## config.mk

```make
export PLATFORM = sky130hd
export DESIGN_NAME = morse_decoder
export DESIGN_NICKNAME = d
export VERILOG_FILES = /design/src/rtl/morse_pkg.sv /design/src/rtl/morse_lut.sv /design/src/rtl/morse_decoder.sv
export SDC_FILE = /design/constraint.sdc
export NUM_CORES = 1
export LEC_CHECK = 0
export ABC_AREA = 1
export CAP_MARGIN = 20
export CELL_PAD_IN_SITES_DETAIL_PLACEMENT = 1
export CELL_PAD_IN_SITES_GLOBAL_PLACEMENT = 2
export CORE_UTILIZATION = 33
export DETAILED_ROUTE_END_ITERATION = 10
export PLACE_DENSITY = 0.84
export SLEW_MARGIN = 25
export SYNTH_ARGS = -nofsm -noshare
export SYNTH_HDL_FRONTEND = slang
export SYNTH_SLANG_ARGS = --single-unit
```

## constraint.sdc

```tcl
create_clock -name clk -period 2.84 [get_ports clk]
set_clock_uncertainty 0.05 [all_clocks]
set_input_delay 0.568 -clock clk [delete_from_list [all_inputs] [get_ports clk]]
set_output_delay 0.568 -clock clk [all_outputs]
set_load 0.05 [all_outputs]
```

## src/rtl/morse_pkg.sv

```systemverilog
// Morse decoder shared definitions: FSM states, timing multipliers,
// symbol buffer layout and ASCII constants.
package morse_pkg;

  typedef enum logic [1:0] {
    IDLE  = 2'd0,
    MARK  = 2'd1,
    SPACE = 2'd2,
    ABORT = 2'd3
  } state_t;

  // Thresholds expressed in Morse time units.
  localparam int MULT_SHORT = 2;  // dot/dash split and letter-gap boundary
  localparam int MULT_WORD  = 5;  // word-gap boundary
  localparam int MULT_ABORT = 7;  // longest legal mark

  localparam int MAX_SYMBOLS = 5;

  localparam logic [7:0] ASCII_SPACE   = 8'h20;
  localparam logic [7:0] ASCII_UNKNOWN = 8'h3F;

  // Symbols are shifted in at bit 0 (dash = 1), so the first symbol of a
  // character ends up at bit len-1 and unused high bits stay zero.
  typedef struct packed {
    logic [2:0] len;
    logic [4:0] pat;
    logic       ovf;
  } sym_buf_t;

endpackage

```

## src/rtl/morse_lut.sv

```systemverilog
// Combinational Morse lookup: (length, pattern) -> ASCII for A-Z and 0-9,
// 0x3F for any other pattern.
module morse_lut
  import morse_pkg::*;
(
  input  logic [2:0] i_len,
  input  logic [4:0] i_pat,
  output logic [7:0] o_code
);

  // Pattern is read MSB-first within the low i_len bits; dash = 1.
  always_comb begin
    o_code = ASCII_UNKNOWN;
    case ({i_len, i_pat})
      {3'd2, 5'b00001}: o_code = "A";
      {3'd4, 5'b01000}: o_code = "B";
      {3'd4, 5'b01010}: o_code = "C";
      {3'd3, 5'b00100}: o_code = "D";
      {3'd1, 5'b00000}: o_code = "E";
      {3'd4, 5'b00010}: o_code = "F";
      {3'd3, 5'b00110}: o_code = "G";
      {3'd4, 5'b00000}: o_code = "H";
      {3'd2, 5'b00000}: o_code = "I";
      {3'd4, 5'b00111}: o_code = "J";
      {3'd3, 5'b00101}: o_code = "K";
      {3'd4, 5'b00100}: o_code = "L";
      {3'd2, 5'b00011}: o_code = "M";
      {3'd2, 5'b00010}: o_code = "N";
      {3'd3, 5'b00111}: o_code = "O";
      {3'd4, 5'b00110}: o_code = "P";
      {3'd4, 5'b01101}: o_code = "Q";
      {3'd3, 5'b00010}: o_code = "R";
      {3'd3, 5'b00000}: o_code = "S";
      {3'd1, 5'b00001}: o_code = "T";
      {3'd3, 5'b00001}: o_code = "U";
      {3'd4, 5'b00001}: o_code = "V";
      {3'd3, 5'b00011}: o_code = "W";
      {3'd4, 5'b01001}: o_code = "X";
      {3'd4, 5'b01011}: o_code = "Y";
      {3'd4, 5'b01100}: o_code = "Z";
      {3'd5, 5'b11111}: o_code = "0";
      {3'd5, 5'b01111}: o_code = "1";
      {3'd5, 5'b00111}: o_code = "2";
      {3'd5, 5'b00011}: o_code = "3";
      {3'd5, 5'b00001}: o_code = "4";
      {3'd5, 5'b00000}: o_code = "5";
      {3'd5, 5'b10000}: o_code = "6";
      {3'd5, 5'b11000}: o_code = "7";
      {3'd5, 5'b11100}: o_code = "8";
      {3'd5, 5'b11110}: o_code = "9";
      default:          o_code = ASCII_UNKNOWN;
    endcase
  end

endmodule

```

## src/rtl/morse_decoder.sv

```systemverilog
// Morse decoder: times marks and gaps of a keyed on/off signal in units of
// UNIT_CYCLES clocks and emits ASCII characters, word spaces and errors.
// Optional feature: define MORSE_SOS_DETECT_EN to enable the S-O-S detector.
module morse_decoder
  import morse_pkg::*;
#(
  parameter int UNIT_CYCLES = 12_500_000
) (
  input  logic       clk,
  input  logic       rst,
  input  logic       sig_in,
  output logic       char_valid,
  output logic [7:0] char_code,
  output logic       err,
  output logic       sos_detect
);

  localparam int CNT_MAX = MULT_ABORT * UNIT_CYCLES;
  localparam int CNT_W   = $clog2(CNT_MAX + 1);

  localparam logic [CNT_W-1:0] C_ONE   = CNT_W'(1);
  localparam logic [CNT_W-1:0] C_SHORT = CNT_W'(MULT_SHORT * UNIT_CYCLES);
  localparam logic [CNT_W-1:0] C_WORD  = CNT_W'(MULT_WORD * UNIT_CYCLES);
  localparam logic [CNT_W-1:0] C_ABORT = CNT_W'(CNT_MAX);
  localparam logic [2:0]       C_MAX_LEN = 3'(MAX_SYMBOLS);

  logic             r_sync1;
  logic             r_sync2;
  state_t           r_state;
  logic [CNT_W-1:0] r_cnt;
  sym_buf_t         r_buf;
  logic             r_char_valid;
  logic [7:0]       r_char_code;
  logic             r_err;

  logic             w_sig;
  state_t           w_state_nxt;
  logic [CNT_W-1:0] w_cnt_nxt;
  logic [CNT_W-1:0] w_cnt_inc;
  sym_buf_t         w_buf_nxt;
  logic             w_emit_char;
  logic             w_emit_space;
  logic             w_emit_err;
  logic [7:0]       w_lut_code;

  // Two-flop synchronizer for the asynchronous keyed input.
  // NOTE: sequential state uses non-blocking (<=) so every flop samples pre-edge values.
  always_ff @(posedge clk) begin
    if (rst) begin
      r_sync1 <= 1'b0;
      r_sync2 <= 1'b0;
    end else begin
      r_sync1 <= sig_in;
      r_sync2 <= r_sync1;
    end
  end

  assign w_sig = r_sync2;

  // One counter times both marks and gaps; it saturates at the abort limit.
  assign w_cnt_inc = (r_cnt == C_ABORT) ? r_cnt : r_cnt + C_ONE;

  morse_lut u_lut (
    .i_len  (r_buf.len),
    .i_pat  (r_buf.pat),
    .o_code (w_lut_code)
  );

  // Next-state, counter, symbol buffer and emit decisions.
  // NOTE: every signal gets a default before the case so no path infers a latch.
  always_comb begin
    w_state_nxt  = r_state;
    w_cnt_nxt    = r_cnt;
    w_buf_nxt    = r_buf;
    w_emit_char  = 1'b0;
    w_emit_space = 1'b0;
    w_emit_err   = 1'b0;
    case (r_state)
      IDLE: begin
        if (w_sig) begin
          w_state_nxt = MARK;
          w_cnt_nxt   = C_ONE;
          w_buf_nxt   = '0;
        end
      end
      MARK: begin
        if (w_sig) begin
          if (w_cnt_inc == C_ABORT) begin
            w_emit_err  = 1'b1;
            w_buf_nxt   = '0;
            w_cnt_nxt   = '0;
            w_state_nxt = ABORT;
          end else begin
            w_cnt_nxt = w_cnt_inc;
          end
        end else begin
          // The first low cycle classifies the mark and counts as gap 1.
          if (r_buf.len == C_MAX_LEN) begin
            w_buf_nxt.ovf = 1'b1;
          end else begin
            w_buf_nxt.pat = {r_buf.pat[3:0], (r_cnt >= C_SHORT)};
            w_buf_nxt.len = r_buf.len + 3'd1;
          end
          w_state_nxt = SPACE;
          w_cnt_nxt   = C_ONE;
        end
      end
      SPACE: begin
        if (w_sig) begin
          // Short gap continues the character; after a letter gap the
          // buffer has already been emitted and cleared.
          w_state_nxt = MARK;
          w_cnt_nxt   = C_ONE;
        end else begin
          w_cnt_nxt = w_cnt_inc;
          if (w_cnt_inc == C_SHORT && (r_buf.len != 3'd0 || r_buf.ovf)) begin
            if (r_buf.ovf) w_emit_err  = 1'b1;
            else           w_emit_char = 1'b1;
            w_buf_nxt = '0;
          end
          if (w_cnt_inc == C_WORD) begin
            w_emit_space = 1'b1;
            w_state_nxt  = IDLE;
          end
        end
      end
      ABORT: begin
        if (!w_sig) begin
          w_state_nxt = IDLE;
          w_cnt_nxt   = '0;
        end
      end
      default: w_state_nxt = IDLE;
    endcase
  end

  // FSM state, counter and symbol buffer registers.
  always_ff @(posedge clk) begin
    if (rst) begin
      r_state <= IDLE;
      r_cnt   <= '0;
      r_buf   <= '0;
    end else begin
      r_state <= w_state_nxt;
      r_cnt   <= w_cnt_nxt;
      r_buf   <= w_buf_nxt;
    end
  end

  // Registered outputs; char_code holds its value between pulses.
  always_ff @(posedge clk) begin
    if (rst) begin
      r_char_valid <= 1'b0;
      r_char_code  <= 8'h00;
      r_err        <= 1'b0;
    end else begin
      r_char_valid <= w_emit_char | w_emit_space;
      r_err        <= w_emit_err;
      if (w_emit_space)     r_char_code <= ASCII_SPACE;
      else if (w_emit_char) r_char_code <= w_lut_code;
    end
  end

  assign char_valid = r_char_valid;
  assign char_code  = r_char_code;
  assign err        = r_err;

`ifdef MORSE_SOS_DETECT_EN
  logic [7:0] r_hist_old;
  logic [7:0] r_hist_new;
  logic       r_sos;

  // Two-character history of decoded letters; the final 'S' stays in it so
  // overlapping sequences such as SOSOS are detected twice.
  always_ff @(posedge clk) begin
    if (rst) begin
      r_hist_old <= 8'h00;
      r_hist_new <= 8'h00;
      r_sos      <= 1'b0;
    end else begin
      r_sos <= w_emit_char && (w_lut_code == "S") &&
               (r_hist_old == "S") && (r_hist_new == "O");
      if (w_emit_space || w_emit_err) begin
        r_hist_old <= 8'h00;
        r_hist_new <= 8'h00;
      end else if (w_emit_char) begin
        r_hist_old <= r_hist_new;
        r_hist_new <= w_lut_code;
      end
    end
  end

  assign sos_detect = r_sos;
`else
  assign sos_detect = 1'b0;
`endif

endmodule

```

== Word level (Yosys, flattened, before mapping) ==
Cells that the tools add are included.
Operators by class
  $add $sub $neg: 2
  magnitude comparators: 1
  equality and inequality tests: 52
  multiplexer cells: 38
  bitwise gates (word level): 1
  reduce and logical (&&, ||, !) cells: 11
Operators by type and width (count)
  one-hot mux 7 bit (36 select lines): 1
  equality test 8 bit (second input constant): 22
  2-to-1 mux 27 bit: 6
  one-hot mux 27 bit (4 select lines): 1
  equality test 8 x 7 -> 1 bit (second input constant): 12
  equality test 27 bit (second input constant): 2
  2-to-1 mux 9 bit: 5
  adder 27 x 1 -> 27 bit (second input constant): 1
  equality test 27 x 25 -> 1 bit (second input constant): 1
  equality test 27 x 26 -> 1 bit (second input constant): 1
  greater-or-equal comparator 27 x 25 -> 1 bit (second input constant): 1
  one-hot mux 9 bit (3 select lines): 1
  equality test 8 x 6 -> 1 bit (second input constant): 2
  2-to-1 mux 1 bit: 13
  2-to-1 mux 2 bit: 6
  2-to-1 mux 6 bit: 2
  inequality test 3 bit (second input constant): 4
  AND reduction 6 bit: 2
  2-to-1 mux 8 bit: 1
  inequality test 2 bit (second input constant): 4
  one-hot mux 2 bit (4 select lines): 1
  nonzero test 3 bit: 2
  equality test 2 bit (second input constant): 2
  AND reduction 4 bit: 1
  other kinds (11): 11
Word-level totals
  register bits: 49
  bits of input ports: 3
  output and inout bits: 11
  word-level logic and storage cells: 116

== Longest topological paths before layout ==
Gate-level depths: netlist (run 1).
  depth after elaboration: 9
  gate-level depth with buffers: 20
  depth with buffers taken out: 20

== Cells and area by module ==
A second synthesis (run 1) with hierarchy kept.
Second synthesis, totals
  cells, all modules: 728
  area total of the unflattened synthesis: 4244.1 µm²
Modules (own cells, without submodules)
  morse_decoder: times used 1, cells each 572, area an instance 3529.6 µm², sequential area each 1001.0 µm²
  morse_lut: times used 1, cells each 156, area an instance 714.4 µm², sequential area each 0.0 µm²

== Worst setup path before layout (run 1) ==
OpenSTA, ideal clock, no wires.
  path kind: register -> register
  from: register r_cnt[1]
  to: register r_buf[1] (netlist bit)
  setup time: 0.128 ns
  arrival: 2.130 ns
  data required time: 2.662 ns
  slack: 0.533 ns
  stages on the path, launching flop included: 15
  path buffers: 1
  clock period less this slack: 2.307 ns
  path through: dfxtp_1 ha_1 nand3_2 nor2_1 xor2_1 inv_1 nor3_1 nand3_1 nor2_1 nand4_1 nand2_2 buf_4 nand3_1 nand2_1 nor2_1
On the way
  cells in the longest elaborated chain, start to end: 6
  elaborated cells on any way between the ends: 13
  classes of those cells: add/sub: 1; order compare: 1; eq/ne: 5; mux: 4; reduce/logical: 2
Ends and longest elaborated chain
  start, declared: RTL line morse_decoder.sv:30  | logic [CNT_W-1:0] r_cnt;
  start signal, assigned: RTL line morse_decoder.sv:145  | r_cnt <= w_cnt_nxt;
  adder 27 x 1 -> 27 bit or equality test 27 bit (tied branches): RTL line morse_decoder.sv:61  | assign w_cnt_inc = (r_cnt == C_ABORT) ? r_cnt : r_cnt + C_ONE;
  2-to-1 mux 27 bit: RTL line morse_decoder.sv:61
  equality test 27 x 25 -> 1 bit: RTL line morse_decoder.sv:116  | if (w_cnt_inc == C_SHORT && (r_buf.len != 3'd0 || r_buf.ovf)) begin
  logical AND 1 bit: RTL line morse_decoder.sv:116
  inequality test 2 bit (no source line)
  AND reduction 6 bit (no source line)
  end signal, assigned: RTL line morse_decoder.sv:146  | r_buf <= w_buf_nxt;
  end, declared: RTL line morse_decoder.sv:31  | sym_buf_t r_buf;
Several ways; a longest one is shown, not always the timed one. The select of a mux whose other input is x is not followed.
A chain may end at the register's enable or synchronous reset.

== Final worst setup path (run 1) ==
  from: register r_cnt[0]
  to: register r_char_code[5] (netlist: char_code[5])
On the way
  cells in the longest elaborated chain, start to end: 8
  elaborated cells on any way between the ends: 14
  classes of those cells: add/sub: 1; eq/ne: 3; mux: 8; reduce/logical: 2
Ends and longest elaborated chain
  adder 27 x 1 -> 27 bit or equality test 27 bit (tied branches): RTL line morse_decoder.sv:61
  2-to-1 mux 27 bit (*): RTL line morse_decoder.sv:61
  equality test 27 x 25 -> 1 bit: RTL line morse_decoder.sv:116
  logical AND 1 bit: RTL line morse_decoder.sv:116
  2-to-1 mux 1 bit: RTL line morse_decoder.sv:116
  2-to-1 mux 1 bit: RTL line morse_decoder.sv:109  | if (w_sig) begin
  2-to-1 mux 1 bit: RTL line morse_decoder.sv:78  | case (r_state)
  nonzero test 2 bit (no source line)
  end signal, assigned: RTL line morse_decoder.sv:160  | else if (w_emit_char) r_char_code <= w_lut_code;
  end, declared: RTL line morse_decoder.sv:33  | logic [7:0] r_char_code;
Mark *: on every way between the ends. The rest lies on a longest branch, timed or not.

==> results.md, run 1 <==
* Share of cells above drive strength 1 at 12.69%
* Post-synth design cell area at 0.003958 mm^2
* Starting Density at 34.22%
* Max Cap Viol at 0
* Core ar. at 0.01156 mm^2
* Worst Tran Pin Value at 0.5739 ns
* CTS Hold Bufs at 0
* H-tree levels at 2
* Worst IR Drop VDD at about 0.00026 V
* Syn. warnings at 0
* Largest family of logic cells by synthesized area: simple AND/OR/NAND/NOR gates
* Final wirelength at 15000 um
* First-pass GRT wire length at roughly 25000 um
* Final hold violations at 0
* Crit Path Category: flip-flop to flip-flop
* PortBufs at 11
* GRT Overall Usage at between 20% and 30%
* Clock Latency Late Sink at 0.31 ns
* Crit path max fanout at 6
* DRC at 0
* Via count at 4593
* Post-Synth Simple-Gate Area at 51.15%
* Worst relative slew slack at 60.75%
* R2R cell count at 13
* Fin. max-slew vios at 0
* Yosys reg bits at 49
* CP arrival at ~2.7 ns
* Required @ worst endpoint at 2.98 ns
* Status: completed
* Cells after synthesis at 699
* Area growth from synthesis to layout at 15.87%
* Die ar. at 0.01243 mm^2
* Hold Path Cell Cnt at 2
* # diodes at 0
* Via density at 5.291
* Startpoint types: flip-flop
* Synth Area in XOR/XNOR at 1.549%
* Post-route ant nets at 0
* Final Non-Filler Cells at 868
* Final setup vio count at 0
* Hold crit path type: flip-flop to flip-flop
* TritonCTS buffer count at 5
* Inst Count DP at roughly 860
* CP Capture Type: flip-flop
* Die height at 111.5 um
* Chip width at roughly 110 um
* Largest net degree at the start of global routing at 32
* DP Wirelength at 12050 um
* Reg clk slew, reported paths at 0.07 ns
* Sinks on Clock Net at 49
* Nets@finish at 736
* Multiplexer area fraction after synthesis at 0%
* Max Root-Sink Buffers at 2
* CTS tree: built
* CTS root buffer: clkbuf_16
* Adder-cell share of the synthesized area at ~2.8%
* Std-Cell Rows at 39
* Top FF cell, synth: dfxtp_1
* Compound-cell area share of the yosys netlist at a little under a tenth
* Total iterations of the first detailed-routing run at 5
* Count of flip-flops with a built-in enable after synthesis at 0
* Setup TNS at 0 ns
* Initial DRC Count at 337
* GP Congestion at 0.9591
* Minimum clock period at about 2.6 ns
* Fillers at 1573
* Pwr dens at between 500 and 600 mW/mm^2
* Vias in the first global route at around 4.7k
* Wire length per cell at 17.28 um
* Initial antenna violation count at 0
* Post-synth cell types at 38
* Synth async-reset ratio at 0%
* I/O Pins at 14
* Sequential share of the synthesized area at 24.79%
* Period Utilization, post-route at 91.48%
* Mean Syn Cell Area at ~5.7 um^2
* GRT Residual Overflow at 0
* RSZ-0062 raised after global routing: false
* Fmax at 0.3849 GHz
* Leakage power at between 1.5 and 2 nW
==> registers in the layout, indices dropped and copies added, names as in the netlist <==
register,count
char_code,7
char_valid,1
r_state,2
r_buf,9
r_cnt,27
err,1
r_sync2,1
r_sync1,1
==> worst max-delay path: stages, from the launching register on <==
cell and delay (ns):
dfxtp_2 0.38, ha_2 0.21, nand3_2 0.15, nor2_2 0.21
xor2_2 0.21, inv_1 0.08, nor3_1 0.22, nand3_1 0.11
nor2_1 0.17, nand3_1 0.12, nor2_2 0.18, nand2_1 0.07
o21ai_0 0.27, nor2_1 0.07
==> synthesized netlist by cell type (3+ instances only) <==
master	count	area, um^2
nand2_1	197	739.5
nand4_1	19	118.9
ha_1	9	112.6
inv_2	3	11.26
nor2_2	11	68.82
nand3_1	67	335.3
xor2_1	7	61.31
nor4_1	8	50.05
inv_1	81	304.0
a21oi_1	36	180.2
nor2_1	127	476.7
o21ai_0	15	75.07
nor3_1	15	75.07
buf_4	4	30.03
nand2_2	6	37.54
clkbuf_1	11	41.29
dfxtp_1	49	980.9
o22ai_1	6	37.54
nand3b_1	4	30.03
==> cells in the final DEF, fill, tap and decap left out, types with 2 or more instances in the layout <==
cell             synthesis  layout
a2111oi_0                2       2
a21oi_1                 36      35
buf_4                    4      23
clkbuf_16                0       5
clkdlybuf4s50_1          0      11
clkinv_2                 0       2
conb_1                   1       2
dfxtp_1                 49      34
dfxtp_2                  0      14
ha_1                     9       8
inv_1                   81      81
inv_2                    3       3
nand2_1                197     191
nand2_2                  6      11
nand2_4                  2       3
nand3_1                 67      67
nand3_2                  2       2
nand3b_1                 4       4
nand4_1                 19      19
nor2_1                 127     120
nor2_2                  11      16
nor2_4                   1       4
nor3_1                  15      14
nor4_1                   8       8
o21ai_0                 15      15
o21bai_1                 2       2
o22ai_1                  6       6
xor2_1                   7       5
xor2_2                   0       2
==> kinds of logic (layout without fill, tap and decap cells) <==
family	Yosys count	after routing
adder cells (fa/ha/maj)	9	9
AND/OR/NAND/NOR	463	464
other	1	2
AO/OA/AOI/OAI	67	67
XOR/XNOR	7	7
buffers and inverters	103	127
flip-flops	49	49
==> stage by stage <==
stage          utilization (%)  setup slack (ns)  area [um^2]  hold slack (ns)  power [mW]
6_report                 39.65            0.2419         4586           0.3616       2.368
3_5_place_dp             37.37           0.05094         4322           0.3535       1.727
2_1_floorplan                -            0.5327         3961           0.3383       1.442
3_3_place_gp             37.37            0.1365         4322           0.3430       1.706
5_1_grt                  39.65          0.007168         4586           0.3974       2.535
4_1_cts                  38.60           0.02684         4464           0.3632       2.352
==> area by class of cell <==
type                    count  area (um^2)  area share, %
repair buffers             34        282.8          6.166
inverters                  85        319.1          6.958
flip-flops and latches     49         1002          21.86
well taps                 143        178.9          3.902
multi-input cells         549         2660          58.01
clock buffers               5        125.1          2.729
clock inverters             3        17.52         0.3820
==> path summary, 6_finish.rpt <==
check | from | endpoint | slack (ns)
max | r_cnt[0] | char_code[5] | 0.24
min | r_sync1 | r_sync2 | 0.36
max reg2reg | r_cnt[0] | char_code[5] | 0.24
min reg2reg | r_sync1 | r_sync2 | 0.36
==> metal layers <==
layer	share of wire, %	GRT usage, %
met5	0	0
met4	1.7	7.117
met3	3.2	3.756
met2	48	42.88
met1	47	33.17
==> power breakdown <==
group	total (mW)	leakage (nW)	internal, mW	switching [mW]
clock	0.617	0.0696	0.324	0.293
sequential	0.793	0.405	0.734	0.0595
combinational	0.957	1.34	0.270	0.687
==> repair_timing <==
item	in CTS	in global routing
resized for setup	0	37
setup buffers	0	2
setup endpoints to repair	0	45
No activity file was read; power rests on OpenSTA's default activity.
==> inputs of run 2 (changes only) <==
Settings changed: SKIP_LAST_GASP set to 1.
==> results of run 2 <==
Final layout, timing and power as in run 1 (identical DEF).
